### src/rtl/periph_bus_pkg.sv
// periph_bus_pkg: register offsets and STATUS/CTRL bit positions for periph_bus_responder
//   no ports; imported by periph_bus_responder
package periph_bus_pkg;
    typedef enum logic [3:0] {
        OFF_CTRL   = 4'd0,
        OFF_STATUS = 4'd1,
        OFF_DIN    = 4'd2,
        OFF_DOUT   = 4'd3,
        OFF_CFG    = 4'd4,
        OFF_CLR    = 4'd5
    } off_e;
    localparam int CTRL_START    = 0;
    localparam int CTRL_SOFT_CLR = 1;
    localparam int CTRL_IRQ_EN   = 2;
    localparam int ST_BUSY       = 0;
    localparam int ST_DONE       = 1;
    localparam int ST_IN_FULL    = 2;
    localparam int ST_IN_EMPTY   = 3;
    localparam int ST_OUT_FULL   = 4;
    localparam int ST_OUT_EMPTY  = 5;
    localparam int ST_ERR        = 6;
endpackage

### src/rtl/periph_bus_responder_if.sv
// periph_bus_responder_if: single-cycle CPU bus (valid/write/addr/wdata/rdata)
//   master drives valid/write/addr/wdata and samples rdata; slave the reverse
interface periph_bus_responder_if #(parameter int DATA_W = 19, parameter int ADDR_W = 19);
    logic              valid;
    logic              write;
    logic [ADDR_W-1:0] addr;
    logic [DATA_W-1:0] wdata;
    logic [DATA_W-1:0] rdata;
    modport master (output valid, write, addr, wdata, input rdata);
    modport slave  (input valid, write, addr, wdata, output rdata);
endinterface

### src/rtl/periph_bus_responder_sync_fifo.sv
// sync_fifo: power-of-2 deep synchronous FIFO with flush and show-ahead head data
//   clk, rst_n (async active-low); push/din, pop/dout, flush; full/empty status
module sync_fifo #(parameter int DATA_W = 19, parameter int DEPTH = 4) (
    input  logic              clk,
    input  logic              rst_n,
    input  logic              push,
    input  logic              pop,
    input  logic              flush,
    input  logic [DATA_W-1:0] din,
    output logic [DATA_W-1:0] dout,
    output logic              full,
    output logic              empty
);
    localparam int PW = $clog2(DEPTH);
    localparam int CW = PW + 1;
    logic [DATA_W-1:0] mem [DEPTH];
    logic [PW-1:0]     wp, rp;
    logic [CW-1:0]     cnt;
    logic              do_push, do_pop;
    assign full    = cnt == CW'(DEPTH);
    assign empty   = cnt == '0;
    assign dout    = mem[rp];
    assign do_pop  = pop & !empty;
    // a full FIFO still accepts a push when the head leaves in the same cycle
    assign do_push = push & (!full | pop);
    always_ff @(posedge clk or negedge rst_n) begin
        if (!rst_n) begin
            wp  <= '0;
            rp  <= '0;
            cnt <= '0;
        end else if (flush) begin
            wp  <= '0;
            rp  <= '0;
            cnt <= '0;
        end else begin
            wp  <= do_push ? wp + PW'(1) : wp;
            rp  <= do_pop ? rp + PW'(1) : rp;
            cnt <= cnt + CW'(do_push) - CW'(do_pop);
        end
    end
    always_ff @(posedge clk) begin
        if (do_push && !flush) mem[wp] <= din;
    end
endmodule

### src/rtl/periph_bus_responder.sv
// periph_bus_responder: CPU bus slave exposing regs, in/out FIFOs and start/done to an accelerator
//   clk, rst_n (async active-low); bus (slave modport); acc_start/acc_cfg/acc_busy/acc_done;
//   acc_in_* stream out of the input FIFO; acc_out_* stream into the output FIFO;
//   irq only when PERIPH_IRQ_EN is defined
module periph_bus_responder
    import periph_bus_pkg::*;
#(
    parameter int DATA_W     = 19,
    parameter int ADDR_W     = 19,
    parameter int FIFO_DEPTH = 4
) (
    input  logic                     clk,
    input  logic                     rst_n,
    periph_bus_responder_if.slave    bus,
    output logic                     acc_start,
    output logic [DATA_W-1:0]        acc_cfg,
    input  logic                     acc_busy,
    input  logic                     acc_done,
    output logic [DATA_W-1:0]        acc_in_data,
    output logic                     acc_in_valid,
    input  logic                     acc_in_ready,
    input  logic [DATA_W-1:0]        acc_out_data,
    input  logic                     acc_out_valid,
    output logic                     acc_out_ready
`ifdef PERIPH_IRQ_EN
    ,
    output logic                     irq
`endif
);
    logic [3:0]        off;
    logic              wr, rd, ctrl_wr, soft_clr, start_req, din_wr, dout_rd, clr_wr, cfg_wr;
    logic              in_full, in_empty, out_full, out_empty, in_pop, out_push;
    logic              done, err, done_nxt, err_nxt, err_set;
    logic [DATA_W-1:0] cfg, out_head, status, ctrl_rd;
    logic              unused_addr;
    assign unused_addr = ^bus.addr[ADDR_W-1:4];
    assign off       = bus.addr[3:0];
    assign wr        = bus.valid & bus.write;
    assign rd        = bus.valid & !bus.write;
    assign ctrl_wr   = wr & (off == OFF_CTRL);
    assign soft_clr  = ctrl_wr & bus.wdata[CTRL_SOFT_CLR];
    assign start_req = ctrl_wr & bus.wdata[CTRL_START];
    assign din_wr    = wr & (off == OFF_DIN);
    assign dout_rd   = rd & (off == OFF_DOUT);
    assign clr_wr    = wr & (off == OFF_CLR);
    assign cfg_wr    = wr & (off == OFF_CFG);
    assign acc_in_valid  = !in_empty;
    assign acc_out_ready = !out_full;
    assign in_pop        = acc_in_valid & acc_in_ready;
    assign out_push      = acc_out_valid & acc_out_ready;
    assign acc_cfg       = cfg;
    sync_fifo #(.DATA_W(DATA_W), .DEPTH(FIFO_DEPTH)) u_in_fifo (
        .clk(clk), .rst_n(rst_n), .push(din_wr), .pop(in_pop), .flush(soft_clr),
        .din(bus.wdata), .dout(acc_in_data), .full(in_full), .empty(in_empty)
    );
    sync_fifo #(.DATA_W(DATA_W), .DEPTH(FIFO_DEPTH)) u_out_fifo (
        .clk(clk), .rst_n(rst_n), .push(out_push), .pop(dout_rd), .flush(soft_clr),
        .din(acc_out_data), .dout(out_head), .full(out_full), .empty(out_empty)
    );
    assign err_set  = (start_req & acc_busy) | (din_wr & in_full & !in_pop) | (dout_rd & out_empty);
    // new events win over a same-cycle W1C; soft_clr wins over everything
    assign done_nxt = soft_clr ? 1'b0 : acc_done | (done & !(clr_wr & bus.wdata[ST_DONE]));
    assign err_nxt  = soft_clr ? 1'b0 : err_set | (err & !(clr_wr & bus.wdata[ST_ERR]));
    assign status   = DATA_W'({err, out_empty, out_full, in_empty, in_full, done, acc_busy});
`ifdef PERIPH_IRQ_EN
    logic irq_en, irq_en_nxt;
    assign irq_en_nxt = ctrl_wr ? bus.wdata[CTRL_IRQ_EN] : irq_en;
    assign ctrl_rd    = DATA_W'({irq_en, 2'b00});
    always_ff @(posedge clk or negedge rst_n) begin
        if (!rst_n) begin
            irq_en <= 1'b0;
            irq    <= 1'b0;
        end else begin
            irq_en <= irq_en_nxt;
            irq    <= irq_en_nxt & (done_nxt | err_nxt);
        end
    end
`else
    assign ctrl_rd = '0;
`endif
    always_comb begin
        bus.rdata = !rd                  ? '0 :
                    (off == OFF_CTRL)    ? ctrl_rd :
                    (off == OFF_STATUS)  ? status :
                    (off == OFF_DOUT)    ? (out_empty ? '0 : out_head) :
                    (off == OFF_CFG)     ? cfg : '0;
    end
    always_ff @(posedge clk or negedge rst_n) begin
        if (!rst_n) begin
            cfg       <= '0;
            done      <= 1'b0;
            err       <= 1'b0;
            acc_start <= 1'b0;
        end else begin
            cfg       <= cfg_wr ? bus.wdata : cfg;
            done      <= done_nxt;
            err       <= err_nxt;
            acc_start <= start_req & !acc_busy;
        end
    end
endmodule
### src/flat_wrapper.sv
// flat-port wrapper written by rule: the top's interface ports become plain ports
module periph_bus_responder_flat import periph_bus_pkg::*;
#(
    parameter int DATA_W     = 19,
    parameter int ADDR_W     = 19,
    parameter int FIFO_DEPTH = 4
)
  (clk, rst_n, acc_start, acc_cfg, acc_busy, acc_done, acc_in_data, acc_in_valid, acc_in_ready, acc_out_data, acc_out_valid, acc_out_ready, bus_valid, bus_write, bus_addr, bus_wdata, bus_rdata);
  periph_bus_responder_if #(.DATA_W(DATA_W), .ADDR_W(ADDR_W)) bus_i ();
  input  logic clk;
  input  logic rst_n;
  output logic acc_start;
  output logic [DATA_W-1:0] acc_cfg;
  input  logic acc_busy;
  input  logic acc_done;
  output logic [DATA_W-1:0] acc_in_data;
  output logic acc_in_valid;
  input  logic acc_in_ready;
  input  logic [DATA_W-1:0] acc_out_data;
  input  logic acc_out_valid;
  output logic acc_out_ready;
  input wire logic [$bits(bus_i.valid)-1:0] bus_valid;
  input wire logic [$bits(bus_i.write)-1:0] bus_write;
  input wire logic [$bits(bus_i.addr)-1:0] bus_addr;
  input wire logic [$bits(bus_i.wdata)-1:0] bus_wdata;
  output wire logic [$bits(bus_i.rdata)-1:0] bus_rdata;
  assign bus_i.valid = bus_valid;
  assign bus_i.write = bus_write;
  assign bus_i.addr = bus_addr;
  assign bus_i.wdata = bus_wdata;
  assign bus_rdata = bus_i.rdata;
  periph_bus_responder #(.DATA_W(DATA_W), .ADDR_W(ADDR_W), .FIFO_DEPTH(FIFO_DEPTH)) u_core (.clk(clk), .rst_n(rst_n), .bus(bus_i), .acc_start(acc_start), .acc_cfg(acc_cfg), .acc_busy(acc_busy), .acc_done(acc_done), .acc_in_data(acc_in_data), .acc_in_valid(acc_in_valid), .acc_in_ready(acc_in_ready), .acc_out_data(acc_out_data), .acc_out_valid(acc_out_valid), .acc_out_ready(acc_out_ready));
endmodule
### config.mk
export PLATFORM = sky130hd
export DESIGN_NAME = periph_bus_responder_flat
export DESIGN_NICKNAME = d
export VERILOG_FILES = /design/src/rtl/periph_bus_pkg.sv /design/src/rtl/periph_bus_responder_if.sv /design/src/rtl/periph_bus_responder_sync_fifo.sv /design/src/rtl/periph_bus_responder.sv /design/src/flat_wrapper.sv
export SDC_FILE = /design/constraint.sdc
export NUM_CORES = 1
export LEC_CHECK = 0
export CAP_MARGIN = 20
export CORE_MARGIN = 2
export CORE_UTILIZATION = 45
export CTS_BUF_LIST = sky130_fd_sc_hd__clkbuf_8
export DETAILED_ROUTE_END_ITERATION = 12
export HOLD_SLACK_MARGIN = 0.06
export PLACE_DENSITY = 0.81
export RECOVER_POWER = 50
export SLEW_MARGIN = 25
export SYNTH_ARGS = -nofsm -noshare
export SYNTH_HDL_FRONTEND = slang
export SYNTH_SLANG_ARGS = --single-unit
### constraint.sdc
create_clock -name clk -period 2.7 [get_ports clk]
set_input_delay 0.405 -clock clk [delete_from_list [all_inputs] [get_ports clk]]
set_output_delay 0.405 -clock clk [all_outputs]
set_load 0.05 [all_outputs]
==> results of run 1 <==
## how the worst max path moves through the flow
stage	to	cells past startpoint	startpoint	slack (ns)
2_1_floorplan	bus_rdata[3]	6	bus_addr[0]	-0.13
3_3_place_gp	bus_rdata[3]	9	bus_addr[0]	-0.002
3_5_place_dp	u_core.u_out_fifo.cnt[2]	11	bus_addr[2]	-0.13
4_1_cts	bus_rdata[18]	5	u_core.u_out_fifo.rp[0]	0.008
5_1_grt	bus_rdata[17]	6	u_core.u_out_fifo.rp[0]	-0.02
6_report	bus_rdata[5]	7	bus_addr[3]	0.07
## cells in the mapped netlist, types with 5 or more instances
library cell  number
ha_1              12
edfxtp_1         152
a22oi_1           11
a32oi_1            5
and2_1             8
mux4_2            38
nor2_1            31
mux2_4            10
dfrtp_1           36
xnor2_1            6
a211oi_1           7
inv_1             11
mux2_2            10
buf_2             12
## power by group through the flow
stage                     clock [W]  sequential, W  combinational, W
final                       0.00177        0.00380           0.00302
after global routing        0.00192        0.00384           0.00323
after CTS                   0.00181        0.00380           0.00307
after detailed placement          0        0.00386           0.00302
after global placement            0        0.00383           0.00295
after floorplan                   0        0.00396           0.00193
## flip-flops by register name, summed over array words and instances (netlist names), 2 cells and up
| register | flops |
|---|---|
| u_core.acc_cfg | 19 |
| u_core.u_in_fifo.cnt | 3 |
| u_core.u_in_fifo.mem | 76 |
| u_core.u_in_fifo.rp | 2 |
| u_core.u_in_fifo.wp | 2 |
| u_core.u_out_fifo.cnt | 3 |
| u_core.u_out_fifo.mem | 76 |
| u_core.u_out_fifo.rp | 2 |
| u_core.u_out_fifo.wp | 2 |
## routing by layer
| layer | track usage (%) | vias to the layer above | routed length, um |
|---|---|---|---|
| met2 | 30.3 | 107 | 7880 |
| met4 | 7.23 | 0 | 376 |
| met1 | 22.9 | 2126 | 6360 |
| li1 | - | 1921 | - |
| met5 | 0 | - | 0 |
| met3 | 3.75 | 32 | 751 |
## critical path: stages
cell	delay [ns]
clkdlybuf4s50_1	0.43
buf_4	0.18
or4b_4	0.51
buf_6	0.16
a211oi_2	0.24
buf_4	0.17
buf_12	0.13
## area by class of cell
cell class / count / area (um2)
inverter: 11 / 41.3
sequential: 188 / 5470
clock inverter: 12 / 111
timing repair buffer: 152 / 1690
multi-input combinational: 188 / 2130
antenna: 1 / 2.50
fill: 1201 / 6710
tap: 220 / 275
clock buffer: 20 / 275
## cells by family after synthesis
group	synth area share, %
flip-flops	70.7
AND/OR/NAND/NOR	5.13
multiplexers	14.5
AO/OA/AOI/OAI	3.82
buffers and inverters	2.40
adder cells (fa/ha/maj)	2.46
XOR/XNOR	1.02
## metrics by stage
| stage | power (W) | setup TNS [ns] | cell area (um2) | setup slack [ns] |
|---|---|---|---|---|
| after floorplan | 0.00589 | -0.258 | 7750 | -0.129 |
| after global placement | 0.00679 | -0.00223 | 9540 | -0.00223 |
| after detailed placement | 0.00689 | -0.235 | 9540 | -0.132 |
| after CTS | 0.00867 | 0 | 9970 | 0.00766 |
| after global routing | 0.00899 | -0.0451 | 9990 | -0.0161 |
| final | 0.00858 | 0 | 10000 | 0.0704 |
## repair_timing
| item | in CTS | in global routing |
|---|---|---|
| pin swaps | 0 | 7 |
| gates resized for setup | 1 | 21 |
| buffers inserted | 4 | 0 |
| endpoints found under the setup margin | 19 | 19 |
| hold endpoints to repair | 0 | 0 |
==> flow_summary_export.csv, run 1 <==
group,metric,value,unit
finish,final_nets,637,
power,power_density,859,nW/um2
worst_hold_path,min_to,"u_core.acc_start",
setup_path,r2r_cells,10,
placed_design,gp_congestion,0.885,
global_routing,grt_pass1_vias,4425,
logic_synthesis,netlist_instances,408,
floorplanning,die_h,135,um
timing,setup_viol,0,
power,p_sw_share,34.3,%
floorplanning,pin_count,125,
timing,worst_slew_pin_slew,2.04,ns
setup_path,endpoint_kind,"output pin",
clock_tree,h-tree-depth,4,
power,comb_power_share,35.2,%
timing,fin_skew,0.00792,ns
finish,fin_cells,792,
worst_hold_path,worstHoldStart,"bus_addr[1]",
timing,slew_viol_final,37,
setup_path,r2r_end,"u_core.u_out_fifo.cnt[2]",
timing,final.min_clock_period,2.63,ns
logic_synthesis,synth.net_count,487,
logic_synthesis,synth.area.top_cells,"edfxtp_1 (59%), dfrtp_1 (12%), mux4_2 (11%)",
setup_path,reg2reg_from,"u_core.u_out_fifo.cnt[1]",
logic_synthesis,synthArstFlopShare,19.1,%
run,maxCapViolCount,1,
floorplanning,die_area,18200,um2
timing,hold_slack,0.475,ns
logic_synthesis,ys_ff_latch,188,
logic_synthesis,synth_ff_type,"edfxtp_1",
clock_tree,cts_sinks,188,
finish,layout_commonest_cell,"edfxtp_1",
worst_hold_path,hp-class,"input port to register",
clock_tree,clk_latency,0.46,ns
finish,final_cell_mix,"edfxtp_1 (152), buf_4 (45), mux4_2 (38), dlygate4sd3_1 (38), dfrtp_1 (34)",
logic_synthesis,yosysTopAreaCellShare,59.0,%
drt,drtIter0Drc,256,
clock_tree,clk_pin_slew,0.09,ns
finish,area_growth,29.3,%
clock_tree,cts_buffer_depth,2,
floorplanning,initial_core_util,46.3,%
timing,rsz0062_at_grt,"true",
clock_tree,root_buffer,"clkbuf_8",
placed_design,hpwl,10.9,mm
global_routing,grt_use_total,17.9,%
worst_hold_path,min_path_cells,5,
drt,ant_nets,0,
logic_synthesis,yosys_warnings,0,
logic_synthesis,yosysUniqueCellTypes,44,
floorplanning,core_area,16700,um2
setup_path,r2r_slack,0.17,ns
power,power_switching,0.00295,W
power,clkPwrFrac,20.6,%
outcome,status,"finished with violations",
finish,fin_util,59.9,%
logic_synthesis,synth_edf_count,152,
outcome,violations,"capacitance limit, slew limit",
setup_path,critPathMaxFanout,9,
power,leakage,3.54,nW
timing,fmax,0.380,GHz
drt,vias,4186,
setup_path,path_class,"input port to output pin",
clock_tree,cts_buffers,17,
drt,drc_errors,0,
setup_path,cp-start-kind,"input port",
drt,first_pass_iters,4,
placed_design,dp.cells,756,
logic_synthesis,synth_top_area_cell,"edfxtp_1",
clock_tree,cts_tree,"built",
global_routing,gr-total-overflow,0,
global_routing,grt_max_degree,37,
setup_path,arrival,2.22,ns
floorplanning,die_w,135,um
drt,routedWlPerCell,19.4,um
drt,route.detailed.vias_per_inst,5.29,
logic_synthesis,ys_seq_area_share,70.7,%
finish,drive_gt1_share,32.6,%
floorplanning,row_count,47,
global_routing,antenna_found_initial,0,
power,peakVddDrop,0.431,mV
timing,post-route-period-util,97.4,%
timing,hold_violations,0,
power,p_int,0.00564,W
power,sequentialPowerShare,44.2,%
global_routing,grt_pass1_wl,24.4,mm
setup_path,required,2.30,ns
drt,wl,15.4,mm
clock_tree,postCtsHoldBufs,0,
logic_synthesis,netlist_area,7730,um2
timing,relSlewSlack,-36.2,%
logic_synthesis,syn_area_per_cell,18.9,um2
placed_design,io_buffers,109,
Power figures use the tool's default switching activity.
==> run 2: changes to the inputs <==
- PLACE_DENSITY: 0.81 -> 0.65
==> flow_summary_export.csv, run 2 (same netlist as run 1, synthesis figures left out) <==
group,metric,value,unit
global_routing,antenna_found_initial,0,
clock_tree,root_buffer,"clkbuf_8",
setup_path,endpoint_kind,"output pin",
timing,hold_violations,0,
setup_path,max_stage_delay,0.43,ns
drt,vias,4126,
drt,route.detailed.vias_per_inst,5.25,
setup_path,cp-start-kind,"input port",
setup_path,required,2.30,ns
global_routing,gr-total-overflow,0,
finish,drive_gt1_share,32.2,%
clock_tree,clk_latency,0.46,ns
timing,worst_slew_pin_slew,0.992,ns
setup_path,slowest_stage,"clkdlybuf4s50_1",
worst_hold_path,worstHoldStart,"acc_busy",
setup_path,arrival,2.20,ns
timing,setup_viol,0,
setup_path,r2r_cells,10,
setup_path,critPathLaunch,"bus_addr[1]",
timing,slew_viol_final,0,
setup_path,critPathMaxFanout,11,
finish,final_cell_mix,"edfxtp_1 (152), buf_4 (53), dlygate4sd3_1 (40)",
placed_design,post-place-ws,-0.0382,ns
floorplanning,core_area,16700,um2
setup_path,r2r_end,"u_core.u_out_fifo.cnt[2]",
setup_path,reg2reg_from,"u_core.u_out_fifo.cnt[1]",
global_routing,grt_use_total,18.0,%
drt,routedWlPerCell,19.8,um
clock_tree,cts_buffers,17,
drt,ant_nets,0,
clock_tree,clk_pin_slew,0.09,ns
finish,diodes,0,
global_routing,grt_pass1_wl,24.2,mm
setup_path,cpMostUsedCell,"buf_4",
timing,final.min_clock_period,2.61,ns
power,leakage,3.49,nW
finish,area_growth,27.2,%
floorplanning,die_area,18200,um2
power,power_density,905,nW/um2
timing,fin_tns_setup,0,ns
timing,fin_skew,0.00899,ns
drt,drtIter0Drc,196,
global_routing,grt_max_degree,37,
floorplanning,row_count,47,
timing,fmax,0.384,GHz
power,finalPower,0.00890,W
worst_hold_path,hp-class,"input port to register",
floorplanning,pin_count,125,
floorplanning,initial_core_util,46.3,%
floorplanning,die_h,135,um
drt,wl,15.6,mm
clock_tree,h-tree-depth,4,
setup_path,cp_cell_sequence,"clkdlybuf4s50_1, buf_4, nor4b_4, buf_4, buf_4, a22oi_1, nor2_1, buf_4",
setup_path,r2r_slack,0.18,ns
drt,drc_errors,0,
setup_path,crit_family,"buffers and inverters",
power,peakVddDrop,0.504,mV
worst_hold_path,min_to,"u_core.acc_start",
clock_tree,cts_sinks,188,
setup_path,path_class,"input port to output pin",
placed_design,io_buffers,109,
outcome,status,"finished clean",
placed_design,gp_congestion,0.885,
global_routing,grt_pass1_vias,4350,
run,maxCapViolCount,0,
finish,layout_commonest_cell,"edfxtp_1",
setup_path,path_buf_inv,5,
worst_hold_path,min_path_cells,2,
floorplanning,die_w,135,um
finish,final_nets,632,
drt,first_pass_iters,4,
timing,setup_slack,0.0935,ns
clock_tree,cts_buffer_depth,2,
placed_design,hpwl,10.7,mm
clock_tree,cts_tree,"built",
timing,relSlewSlack,33.9,%
finish,fillers,1282,
timing,post-route-period-util,96.5,%
-- run 2: changes by cell type in the layout (fill, tap and decap cells not counted), moves of 3 or more --
cell and change:
and2_1 -3, bufinv_16 +4, mux2_4 +7, and2_0 +3, buf_12 -14, clkbuf_8 -3, mux2_1 -7, buf_4 +8
nor2_1 +4, clkbuf_2 +3, nor2_2 -4
-- run 2: metrics by stage --
stage          utilization (%)  instances  hold WS, ns  instance area [um2]
2_1_floorplan                -        408        0.109                 7750
3_3_place_gp              56.0        753        0.521                 9360
3_5_place_dp              56.0        753        0.532                 9360
4_1_cts                   59.0        787        0.521                 9850
5_1_grt                   58.9        786        0.519                 9840
6_report                  58.9        786        0.544                 9840
-- run 2: per-layer routing --
| layer | vias to the layer above | track usage (%) | share of wire (%) |
|---|---|---|---|
| met2 | 86 | 29.8 | 51 |
| li1 | 1905 | - | - |
| met3 | 32 | 3.72 | 3.8 |
| met4 | 0 | 7.93 | 2.9 |
| met5 | - | 0 | 0 |
| met1 | 2103 | 23.2 | 42 |
-- run 2: what timing repair did --
item | CTS | global route
endpoints found under the setup margin | 16 | 9
buffers inserted | 1 | 0
resized for setup | 3 | 12
endpoints found under the hold margin | 3 | 0
gates cloned | 0 | 0
pin swaps | 0 | 2
hold buffers | 1 | 0
-- run 2: where the power goes --
part / switching, W / total [W] / internal [W]
Sequential: 0.000231 / 0.00378 / 0.00355
Clock: 0.000971 / 0.00207 / 0.00110
Combinational: 0.00175 / 0.00305 / 0.00130
-- run 2: how the worst max path moves through the flow --
stage                          to  slack [ns]  depth (start not counted)
floorplan            bus_rdata[3]       -0.13                          6
global placement     bus_rdata[6]       -0.01                          5
detailed placement   bus_rdata[5]       -0.04                          5
CTS                 bus_rdata[17]      0.0007                          5
global route        bus_rdata[14]       -0.01                          8
finish               bus_rdata[8]        0.09                          8
-- run 2: worst reg2reg max path, stage by stage (launching register included) --
cell,delay (ns)
dfrtp_2,0.45
or3b_2,0.53
nand2_1,0.17
ha_1,0.25
inv_1,0.05
ha_1,0.13
inv_1,0.05
fa_1,0.39
xor2_1,0.17
xnor2_1,0.14
nor2_1,0.06
-- run 2: layout make-up --
type	count	area (um2)	share of cell area [%]
clock buffers	17	234	2.38
clock inverters	15	219	2.23
inverters	11	41.3	0.420
multi-input cells	188	2150	21.9
flip-flops and latches	188	5470	55.6
well taps	220	275	2.80
repair buffers	147	1440	14.7
==> run 3: changes to the inputs <==
- HOLD_SLACK_MARGIN: 0.06 -> unset
==> flow_summary_export.csv, run 3 (same netlist as run 1, synthesis figures left out) <==
group,metric,value,unit
global_routing,grt_pass1_vias,4340,
global_routing,gr-total-overflow,0,
floorplanning,die_area,18200,um2
power,peakVddDrop,0.505,mV
setup_path,cpMostUsedCell,"buf_4",
global_routing,antenna_found_initial,0,
finish,multiInputGateArea,2150,um2
finish,drive_gt1_share,32.0,%
drt,route.detailed.vias_per_inst,5.29,
setup_path,slowest_stage,"clkdlybuf4s50_1",
global_routing,grt_max_degree,37,
finish,final_cell_mix,"edfxtp_1 (152), buf_4 (53), dlygate4sd3_1 (39)",
outcome,status,"finished with violations",
clock_tree,cts_buffers,17,
power,power_density,906,nW/um2
floorplanning,pin_count,125,
drt,routedWlPerCell,19.8,um
finish,fillers,1284,
timing,slew_viol_final,37,
finish,final_nets,631,
power,finalPower,0.00890,W
clock_tree,cts_sinks,188,
setup_path,max_stage_delay,0.43,ns
setup_path,critPathMaxFanout,11,
timing,fmax,0.384,GHz
timing,hold_slack,0.546,ns
setup_path,arrival,2.20,ns
floorplanning,core_area,16700,um2
placed_design,hpwl,10.7,mm
global_routing,grt_use_total,18.0,%
setup_path,cp-start-kind,"input port",
timing,fin_skew,0.00940,ns
global_routing,grt_pass1_wl,24.2,mm
drt,drtIter0Drc,193,
setup_path,required,2.30,ns
timing,hold_violations,0,
clock_tree,clk_pin_slew,0.10,ns
floorplanning,die_h,135,um
placed_design,gp_congestion,0.885,
drt,wl,15.5,mm
clock_tree,h-tree-depth,4,
run,maxCapViolCount,1,
finish,diodes,0,
drt,drc_errors,0,
setup_path,path_class,"input port to output pin",
clock_tree,cts_buffer_depth,2,
worst_hold_path,hp-class,"input port to async pin",
timing,relSlewSlack,-43.5,%
outcome,violations,"capacitance limit, slew limit",
timing,post-route-period-util,96.6,%
finish,layout_commonest_cell,"edfxtp_1",
placed_design,io_buffers,109,
drt,ant_nets,0,
timing,final.min_clock_period,2.61,ns
drt,first_pass_iters,4,
finish,area_growth,27.1,%
clock_tree,root_buffer,"clkbuf_8",
setup_path,endpoint_kind,"output pin",
drt,vias,4149,
finish,seqCellArea,5470,um2
clock_tree,cts_tree,"built",
floorplanning,initial_core_util,46.3,%
setup_path,cp_cell_sequence,"clkdlybuf4s50_1, buf_4, nor4b_4, buf_4, buf_4, a22oi_1, nor2_1, buf_4",
power,leakage,3.48,nW
clock_tree,clk_latency,0.46,ns
floorplanning,die_w,135,um
floorplanning,row_count,47,
timing,setup_viol,0,
timing,worst_slew_pin_slew,2.15,ns
-- run 3: cell types whose count changed in the layout (fill, tap and decap cells not counted) --
cell | previous run | this run
clkbuf_1 | 3 | 4
clkbuf_2 | 4 | 3
dlygate4sd3_1 | 40 | 39
-- run 3: layout make-up --
| cell class | instances | area share [%] |
|---|---|---|
| flip-flops and latches | 188 | 55.7 |
| repair buffers | 146 | 14.6 |
| clock inverters | 15 | 2.23 |
| multi-input cells | 188 | 21.9 |
| well taps | 220 | 2.80 |
| inverters | 11 | 0.420 |
| clock buffers | 17 | 2.38 |
-- run 3: path summary, 6_finish.rpt --
check,slack [ns],cells after the start,end,startpoint
max,0.09,8,bus_rdata[8],bus_addr[1]
min,0.55,1,u_core.acc_cfg[3],rst_n
max reg2reg,0.17,10,u_core.u_out_fifo.cnt[2],u_core.u_out_fifo.cnt[1]
min reg2reg,0.56,2,u_core.u_in_fifo.rp[1],u_core.u_in_fifo.rp[1]
max in group asynchronous,0.74,1,u_core.u_out_fifo.cnt[1],rst_n
min in group clk,0.55,2,u_core.acc_start,acc_busy
-- run 3: report_power, final --
part	leakage (nW)	switching (W)	internal (W)
registers	1.82	0.000231	0.00355
clock network	0.227	0.000970	0.00110
logic	1.43	0.00175	0.00130
total	3.48	0.00295	0.00595
-- run 3: repair_timing --
action | 4_1_cts | 5_1_grt
hold buffers | 0 | 0
cloned | 0 | 0
gates resized for setup | 3 | 12
setup endpoints to repair | 16 | 9
buffers inserted | 1 | 0
endpoints found under the hold margin | 0 | 0
pin swaps | 0 | 2
-- run 3: critical path, delay by kind of cell --
| family | cells | cell delay, ns |
|---|---|---|
| AO/OA/AOI/OAI | 1 | 0.10 |
| buffers and inverters | 5 | 1.26 |
| AND/OR/NAND/NOR | 2 | 0.44 |
-- run 3: through the flow --
stage	worst slack (ns)	cells	instance area, um2	setup TNS (ns)	utilization, %
4_1_cts	0.000676	786	9840	0	58.9
3_5_place_dp	-0.0382	753	9360	-0.0792	56.0
6_report	0.0928	785	9820	0	58.8
2_1_floorplan	-0.129	408	7750	-0.258	-
5_1_grt	-0.00988	785	9820	-0.00988	58.8
3_3_place_gp	-0.0113	753	9360	-0.0217	56.0
-- run 3: routing by layer --
metal | vias to the layer above | track usage, % | wire length (um)
met5 | - | 0 | 0
met4 | 0 | 7.93 | 452
met3 | 33 | 3.72 | 575
met2 | 93 | 29.8 | 7950
met1 | 2120 | 23.2 | 6570
li1 | 1903 | - | -
